File: src/rtl/uart_rx_pkg.sv
// Shared definitions for the parameterised UART receiver: parity modes,
// FSM state encoding and the expected-parity helper.
package uart_rx_pkg;

   localparam int PAR_NONE = 0;
   localparam int PAR_EVEN = 1;
   localparam int PAR_ODD  = 2;

   typedef enum logic [2:0] {
      S_IDLE,
      S_START,
      S_DATA,
      S_PARITY,
      S_STOP,
      S_WAIT_HIGH
   } rx_state_t;

   // Parity bit a transmitter would append to 'data' in the given mode.
   // Unused upper data bits are zero, so they do not disturb the XOR.
   function automatic logic exp_parity(input logic [7:0] data, input int mode);
      logic x;
      x = ^data;
      return (mode == PAR_ODD) ? ~x : x;
   endfunction

endpackage

File: src/rtl/uart_rx_sync_vote.sv
// Two-flop synchroniser for an asynchronous serial line followed by a
// 3-sample majority vote over the synchronised stream.
module uart_rx_sync_vote (
   input  logic uart_clk,
   input  logic rst_n,
   input  logic i_rxd,
   output logic o_rxd_s,
   output logic o_vote
);

   logic       r_meta;
   logic       r_sync;
   logic [1:0] r_hist;
   logic [2:0] w_taps;

   // Synchronise the line and keep the two previous synchronised samples;
   // everything resets to the idle (high) level.
   always_ff @(posedge uart_clk or negedge rst_n) begin
      if (!rst_n) begin
         r_meta <= 1'b1;
         r_sync <= 1'b1;
         r_hist <= 2'b11;
      end else begin
         r_meta <= i_rxd;
         r_sync <= r_meta;
         r_hist <= {r_hist[0], r_sync};
      end
   end

   // Window = current sample plus the two before it.
   assign w_taps  = {r_hist, r_sync};
   assign o_rxd_s = r_sync;
   assign o_vote  = (w_taps[0] & w_taps[1]) | (w_taps[0] & w_taps[2]) |
                    (w_taps[1] & w_taps[2]);

endmodule

File: src/rtl/uart_rx_param.sv
// Parameterised UART receiver: DATA_BITS data bits LSB first, optional
// even/odd parity, 1 or 2 stop bits, OVS-times oversampling with a
// majority vote near mid-bit. Writes each completed frame to the RX FIFO
// and flags parity, framing and break conditions.
module uart_rx_param
   import uart_rx_pkg::*;
#(
   parameter int DATA_BITS = 8,
   parameter int PARITY    = 0,
   parameter int STOP_BITS = 1,
   parameter int OVS       = 16
) (
   input  logic       uart_clk,
   input  logic       rst_n,
   input  logic       uart_rxd,
   output logic [7:0] rf_data,
   output logic       fr_wrreq,
   output logic       parity_err,
   output logic       frame_err,
   output logic       break_det
);

   localparam int            TW        = $clog2(OVS);
   localparam logic [TW-1:0] TICK_VOTE = TW'(OVS / 2 + 1);
   localparam logic [TW-1:0] TICK_LAST = TW'(OVS - 1);
   localparam logic [2:0]    DATA_LAST = 3'(DATA_BITS - 1);
   localparam logic [2:0]    STOP_LAST = 3'(STOP_BITS - 1);
   localparam bit            HAS_PAR   = (PARITY != PAR_NONE);

   rx_state_t     r_state;
   rx_state_t     w_state_nxt;
   logic [TW-1:0] r_tick;
   logic [2:0]    r_idx;
   logic [7:0]    r_shreg;
   logic          r_pbit;
   logic          r_perr;
   logic          r_ferr;

   logic w_rxd_s;
   logic w_vote;
   logic w_at_vote;
   logic w_at_last;
   logic w_tick_clr;
   logic w_idx_clr;
   logic w_idx_inc;
   logic w_shift;
   logic w_par_smp;
   logic w_stop_smp;
   logic w_done;
   logic w_ferr_all;
   logic w_break;

   uart_rx_sync_vote u_sync (
      .uart_clk (uart_clk),
      .rst_n    (rst_n),
      .i_rxd    (uart_rxd),
      .o_rxd_s  (w_rxd_s),
      .o_vote   (w_vote)
   );

   assign w_at_vote  = (r_tick == TICK_VOTE);
   assign w_at_last  = (r_tick == TICK_LAST);
   // Framing error including the stop vote being taken this cycle.
   assign w_ferr_all = r_ferr | ~w_vote;
   assign w_break    = (r_shreg == 8'h00) && !r_pbit && w_ferr_all;

   // FSM state register.
   always_ff @(posedge uart_clk or negedge rst_n) begin
      if (!rst_n) r_state <= S_IDLE;
      else        r_state <= w_state_nxt;
   end

   // Next-state and datapath control decode.
   always_comb begin
      w_state_nxt = r_state;
      w_tick_clr  = 1'b0;
      w_idx_clr   = 1'b0;
      w_idx_inc   = 1'b0;
      w_shift     = 1'b0;
      w_par_smp   = 1'b0;
      w_stop_smp  = 1'b0;
      w_done      = 1'b0;
      case (r_state)
         S_IDLE: begin
            if (!w_rxd_s) begin
               w_state_nxt = S_START;
               w_tick_clr  = 1'b1;
            end
         end
         S_START: begin
            if (w_at_vote && w_vote) begin
               w_state_nxt = S_IDLE;
            end else if (w_at_last) begin
               w_state_nxt = S_DATA;
               w_idx_clr   = 1'b1;
            end
         end
         S_DATA: begin
            w_shift = w_at_vote;
            if (w_at_last) begin
               if (r_idx == DATA_LAST) begin
                  w_idx_clr   = 1'b1;
                  w_state_nxt = HAS_PAR ? S_PARITY : S_STOP;
               end else begin
                  w_idx_inc = 1'b1;
               end
            end
         end
         S_PARITY: begin
            w_par_smp = w_at_vote;
            if (w_at_last) w_state_nxt = S_STOP;
         end
         S_STOP: begin
            w_stop_smp = w_at_vote;
            // Finish at the last stop vote so an immediate start edge is seen.
            if (w_at_vote && (r_idx == STOP_LAST)) begin
               w_done      = 1'b1;
               w_state_nxt = w_break ? S_WAIT_HIGH : S_IDLE;
            end else if (w_at_last) begin
               w_idx_inc = 1'b1;
            end
         end
         S_WAIT_HIGH: begin
            if (w_rxd_s) w_state_nxt = S_IDLE;
         end
         default: w_state_nxt = S_IDLE;
      endcase
   end

   // Bit timing, data capture, error accumulation and FIFO-side outputs.
   always_ff @(posedge uart_clk or negedge rst_n) begin
      if (!rst_n) begin
         r_tick     <= '0;
         r_idx      <= '0;
         r_shreg    <= '0;
         r_pbit     <= 1'b0;
         r_perr     <= 1'b0;
         r_ferr     <= 1'b0;
         rf_data    <= '0;
         fr_wrreq   <= 1'b0;
         parity_err <= 1'b0;
         frame_err  <= 1'b0;
         break_det  <= 1'b0;
      end else begin
         fr_wrreq  <= 1'b0;
         break_det <= 1'b0;
         if (w_tick_clr || w_at_last) r_tick <= '0;
         else                         r_tick <= r_tick + TW'(1);
         if (w_tick_clr) begin
            r_shreg <= '0;
            r_pbit  <= 1'b0;
            r_perr  <= 1'b0;
            r_ferr  <= 1'b0;
         end
         if (w_idx_clr)      r_idx <= '0;
         else if (w_idx_inc) r_idx <= r_idx + 3'd1;
         if (w_shift) r_shreg[r_idx] <= w_vote;
         if (w_par_smp) begin
            r_pbit <= w_vote;
            r_perr <= (w_vote != exp_parity(r_shreg, PARITY));
         end
         if (w_stop_smp && !w_vote) r_ferr <= 1'b1;
         if (w_done) begin
            if (w_break) begin
               break_det <= 1'b1;
            end else begin
               fr_wrreq   <= 1'b1;
               rf_data    <= r_shreg;
               parity_err <= r_perr;
               frame_err  <= w_ferr_all;
            end
         end
      end
   end

endmodule
File: config.mk
export PLATFORM = sky130hd
export DESIGN_NAME = uart_rx_param
export DESIGN_NICKNAME = d
export VERILOG_FILES = /design/src/rtl/uart_rx_pkg.sv /design/src/rtl/uart_rx_sync_vote.sv /design/src/rtl/uart_rx_param.sv
export SDC_FILE = /design/constraint.sdc
export NUM_CORES = 1
export LEC_CHECK = 0
export ABC_AREA = 1
export BUFFER_PORTS_ARGS = -buffer_cell sky130_fd_sc_hd__buf_2
export CAP_MARGIN = 20
export CORE_MARGIN = 2
export CORE_UTILIZATION = 63
export CTS_CLUSTER_DIAMETER = 200
export DETAILED_ROUTE_END_ITERATION = 10
export MAX_ROUTING_LAYER = met4
export PLACE_DENSITY = 0.95
export SYNTH_ARGS = -nofsm -noshare
export SYNTH_HDL_FRONTEND = slang
export SYNTH_SLANG_ARGS = --single-unit
File: constraint.sdc
create_clock -name uart_clk -period 4.5 [get_ports uart_clk]
set_input_delay 0.225 -clock uart_clk [delete_from_list [all_inputs] [get_ports uart_clk]]
set_output_delay 0.225 -clock uart_clk [all_outputs]
set_load 0.05 [all_outputs]
# Word level (Yosys, flattened, before mapping)
# Cells that the tools add are included.
# word_totals
output_inout_bits	12
ff_bits	37
word_cells	103
in_bits	3
# classes
magnitude_cmp	2
n_eq_ne	16
reduce_logical	18
mux	42
bitwise_logic	8
n_addsub	2
# op_table
operator	count
$mux 3	11
$mux 1	23
$pmux 3 s6	1
$mux 8	2
$ne 2x2->1 const B	5
$eq 3x3->1 const B	3
$bwmux 8	1
$eq 4x4->1 const B	2
$logic_not 8->1	1
$reduce_xor 8->1	1
$reduce_and 7->1	1
$eq 3x2->1 const B	2
$logic_and 1x1->1	6
$logic_not 3->1	2
$reduce_bool 2->1	3
$add 4x1->4 const B	1
$lt 3x4->1 const B	1
$mux 4	1
$pmux 1 s2	2
$add 3x1->3 const B	1
$and 1x1->1	3
$demux 1 s3	1
$eq 3x1->1 const B	1
$ge 3x1->1 const B	1
other kinds (8)	12

# Depth between registers and ports, before layout
# logic_depth
ltp_word	9
ltp_mapped	11
depth_no_buf	11

# Hierarchy
# A second synthesis with hierarchy kept.
# unflattened
hier_cells	220
hier_area_um2	1899.3
# modules_own_cells
module	seq_area_each_um2	cells_per_inst	area_each_um2	n_inst
uart_rx_param	825.8	212	1773.0	1
uart_rx_sync_vote	105.1	8	126.4	1

# Worst setup path before layout
# Ideal clock, no wire load.
# synth_timing
path_kind	reg2reg
start	reg r_idx[1]
end	reg frame_err
slack_ps	3052
n_path_buf	1
required_time_ps	4382
stages_incl_launch_ff	11
arrival_ps	1331
period_less_slack_ps	1448
cell_sequence	dfrtp_1 > inv_1 > ha_1 > inv_1 > nor2_1 > nand2_2 > nor3_2 > nand2_2 > buf_6 > nand2_1 > nand2_1
# synth_between
elab_chain_len	5
# synth_rtl
element	line	source
start, declared	uart_rx_param.sv:33	logic [2:0] r_idx;
start signal, assigned	uart_rx_param.sv:156	else if (w_idx_inc) r_idx <= r_idx + 3'd1;
$logic_not 3->1	uart_rx_param.sv:116	if (w_at_vote && (r_idx == STOP_LAST)) begin
$logic_and 1x1->1	uart_rx_param.sv:116	
$mux 1	uart_rx_param.sv:116	
$mux 1	uart_rx_param.sv:83	case (r_state)
$reduce_and 2->1 (no source line)	-	
end signal, assigned	uart_rx_param.sv:170	frame_err <= w_ferr_all;
end, declared	uart_rx_param.sv:19	output logic frame_err,
# No other way between the ends.
# A chain may end at the register's enable or synchronous reset.

# Worst setup path in the final report
# layout_timing
start	reg r_shreg[4]
end	reg parity_err
# layout_between
elab_chain_len	5
# layout_rtl
element	line	source
start, declared	uart_rx_param.sv:34	logic [7:0] r_shreg;
start signal, assigned by index	uart_rx_param.sv:157	if (w_shift) r_shreg[r_idx] <= w_vote;
$logic_not 8->1	uart_rx_param.sv:65	assign w_break = (r_shreg == 8'h00) && !r_pbit && w_ferr_all;
$logic_and 1x1->1 (2 in a row)	uart_rx_param.sv:65	
$not 1->1 (no source line)	-	
$reduce_and 2->1 (no source line)	-	
end signal, assigned	uart_rx_param.sv:169	parity_err <= r_perr;
end, declared	uart_rx_param.sv:18	output logic parity_err,
# No other way between the ends.

==> results by group <==
Critical path
  – Worst-path cell chain: inv_1, ha_1, nand2_1, nor3_1, nand2_1, nand2_2, inv_1, nand2_1, nand2_1
  – WP data arrival: 2.09 ns
  – Biggest fanout along the worst timing path: 19
  – Worst Setup End Kind: flip-flop
  – Cell family with most CP delay: simple AND/OR/NAND/NOR gates
  – Most Frequent Cell on Critical Path: nand2_1
  – Crit Path Category: flip-flop to flip-flop
  – Worst path bufs/invs: 2
  – Worst setup SP type: flip-flop
  – Critical Path RT: 4.73 ns
  – Critical-path top delay cell: dfrtp_1
  – Worst path max stage delay: 0.39 ns

Global routing
  – Initial antenna violation count: 0
  – Total grt overflow: 0
  – Vias in the first global route: 1382
  – Largest net degree at the start of global routing: 38
  – Global-route wire length before repair: 5600 um
  – GRT Total Usage: 22.5%

Floorplan
  – # IOs: 15
  – Die X: 57.9 um
  – Starting density of the core: 66.3%
  – Cell Rows: 19
  – Chip height: 57.9 um
  – Die ar.: 3350 um2
  – Core footprint: 2760 um2

Yosys
  – Synth Net Count: 222
  – Post-synth top cells: nand2_1 (60), dfrtp_1 (33), inv_1 (28)
  – Sequential element share of the synthesized area: 50.9%
  – Syn avg cell area: 8.71 um2
  – Synth warn: 0
  – Post-Syn Area: 1830 um2
  – Top post-synthesis cells by area: dfrtp_1 (45%), nand2_1 (12%), ha_1 (6.2%), nand3_1 (6.0%), dfstp_2 (5.7%)
  – Library cells used by synthesis: 23
  – Post-synth top flop: dfrtp_1
  – Top-area cell type share of the netlist area: 45.1%
  – Post-synth ARST share: 100%
  – Synth Instances: 210
  – Top-count cell post-synth: nand2_1
  – Synth area leader: dfrtp_1
  – Synth Register Bits: 37
  – Post-synth EDFFs: 0

Final layout
  – Fin cells: 263
  – Area Overhead vs Synth: 8.69%
  – Design Area, Final: 1990 um2
  – Final net count: 243
  – Layout cells sized above 1: 15.9%
  – Number of antenna diodes: 0

Detailed routing
  – DR vias/cell: 5.43
  – Drc violations: 0
  – Drt total wl: 3290 um
  – Per-cell routed wire length: 12.5 um
  – Post-DRT Antenna Nets: 0
  – Via count: 1428
  – Number of DRC markers in iteration 0: 55
  – First-pass DRT Iterations: 4

STA
  – Final setup vio count: 0
  – Max Freq: 540 MHz
  – Final period utilization: 41.2%
  – Slew Viols, Final: 0
  – RSZ-0062 raised after global routing: no
  – Worst setup margin: 2.65 ns
  – Worst Tran Pin Value: 0.780 ns
  – Final hold vios: 0
  – Minimum clock period: 1.85 ns
  – Setup TNS: 0 ns
  – Rel. slew slack: 48.0%
  – Worst Clk Skew: 0.00744 ns

Clocking
  – H-tree depth: 2
  – Resize count post-CTS: 0
  – CTS tree: done
  – CTS Buf Count: 5
  – Clk sinks: 37
  – Root Buffer: clkbuf_4
  – Clk buf depth: 2
  – Clk slew on worst S/H paths: 0.10 ns
  – Later-pin clock latency in the skew report: 0.34 ns

Run
  – Max_cap viols: 0

Pwr
  – Peak supply drop: 0.322 mV
  – Leakage: 1.04 nW
  – PwrDens: 349 nW/um2

Placement
  – Dpl cell area: 1920 um2
  – GPL Wtd Cong: 0.883
  – Inst Count DP: 253
  – Hpwl dp: 2450 um
  – PortBufs: 14
  – Place WS: 2.69 ns

Min path
  – Hold crit path type: flip-flop to flip-flop

Outcome
  – Status: complete, no violations
-- per-stage QoR --
step                utilization [%]  total power (W)  hold slack, ns
floorplan                         -         0.000503         -0.0706
global placement               69.6         0.000529           0.330
detailed placement             69.6         0.000537           0.333
CTS                            72.1         0.000698           0.366
global route                   72.1         0.000731           0.367
finish                         72.1         0.000693           0.363
-- area by class of cell --
cell class	instances	area [um2]
Multi-Input combinational cell	143	774
Sequential cell	37	931
Tap cell	31	38.8
Clock buffer	8	48.8
Fill cell	218	769
Timing Repair Buffer	16	90.1
Inverter	28	105
-- routing by layer --
metal	global-route usage, %	up-vias	routed length [um]
met5	-	-	0
met4	8.31	0	65
li1	-	714	-
met2	39.0	32	1620
met3	6.25	8	158
met1	24.7	674	1450
-- cell families (layout without fill, tap and decap cells) --
group	Yosys count	after routing	share of synthesized area [%]
AO/OA/AOI/OAI	23	23	8.55
XOR/XNOR	6	6	2.87
adder cells (fa/ha/maj)	9	9	6.16
buffers and inverters	30	52	6.77
flip-flops	37	37	50.9
AND/OR/NAND/NOR	105	105	24.8
-- cells in the final DEF, fill, tap and decap left out, drive strengths merged, types with 3 or more instances in the layout --
cell type and instances:
a21oi 4, buf 14, clkbuf 8, dfrtp 33, dfstp 4, ha 9
inv 28, nand2 63, nand3 22, nor2 14, nor3 3, o21ai 16
xnor2 3, xor2 3
-- worst paths after layout --
check	start	endpoint	slack, ns	cells after the start
setup reg to reg	r_shreg[4]	parity_err	2.65	9
min in group asynchronous	rst_n	fr_wrreq	0.50	2
setup / recovery	r_shreg[4]	parity_err	2.65	9
hold reg to reg	u_sync.r_meta	u_sync.o_rxd_s	0.36	0
hold / removal	u_sync.r_meta	u_sync.o_rxd_s	0.36	0
max in group asynchronous	rst_n	r_idx[1]	3.51	2
-- sequential cells by signal, summed over array words and instances, names as in the netlist, 2 cells and up --
register       cells
r_state            3
u_sync.r_hist      2
rf_data            8
r_idx              3
r_shreg            8
r_tick             4
-- power by group --
group | leakage [nW] | internal (W) | switching [W]
Sequential | 0.497 | 0.000360 | 0.0000276
Clock | 0.0265 | 0.0000623 | 0.000101
Combinational | 0.519 | 0.0000454 | 0.0000970
Total | 1.04 | 0.000468 | 0.000225
-- what timing repair did --
action | in CTS | in global routing
buffers inserted | 0 | 0
hold buffers | 2 | 0
endpoints found under the hold margin | 34 | 0
(Power assumes the default switching activity.)
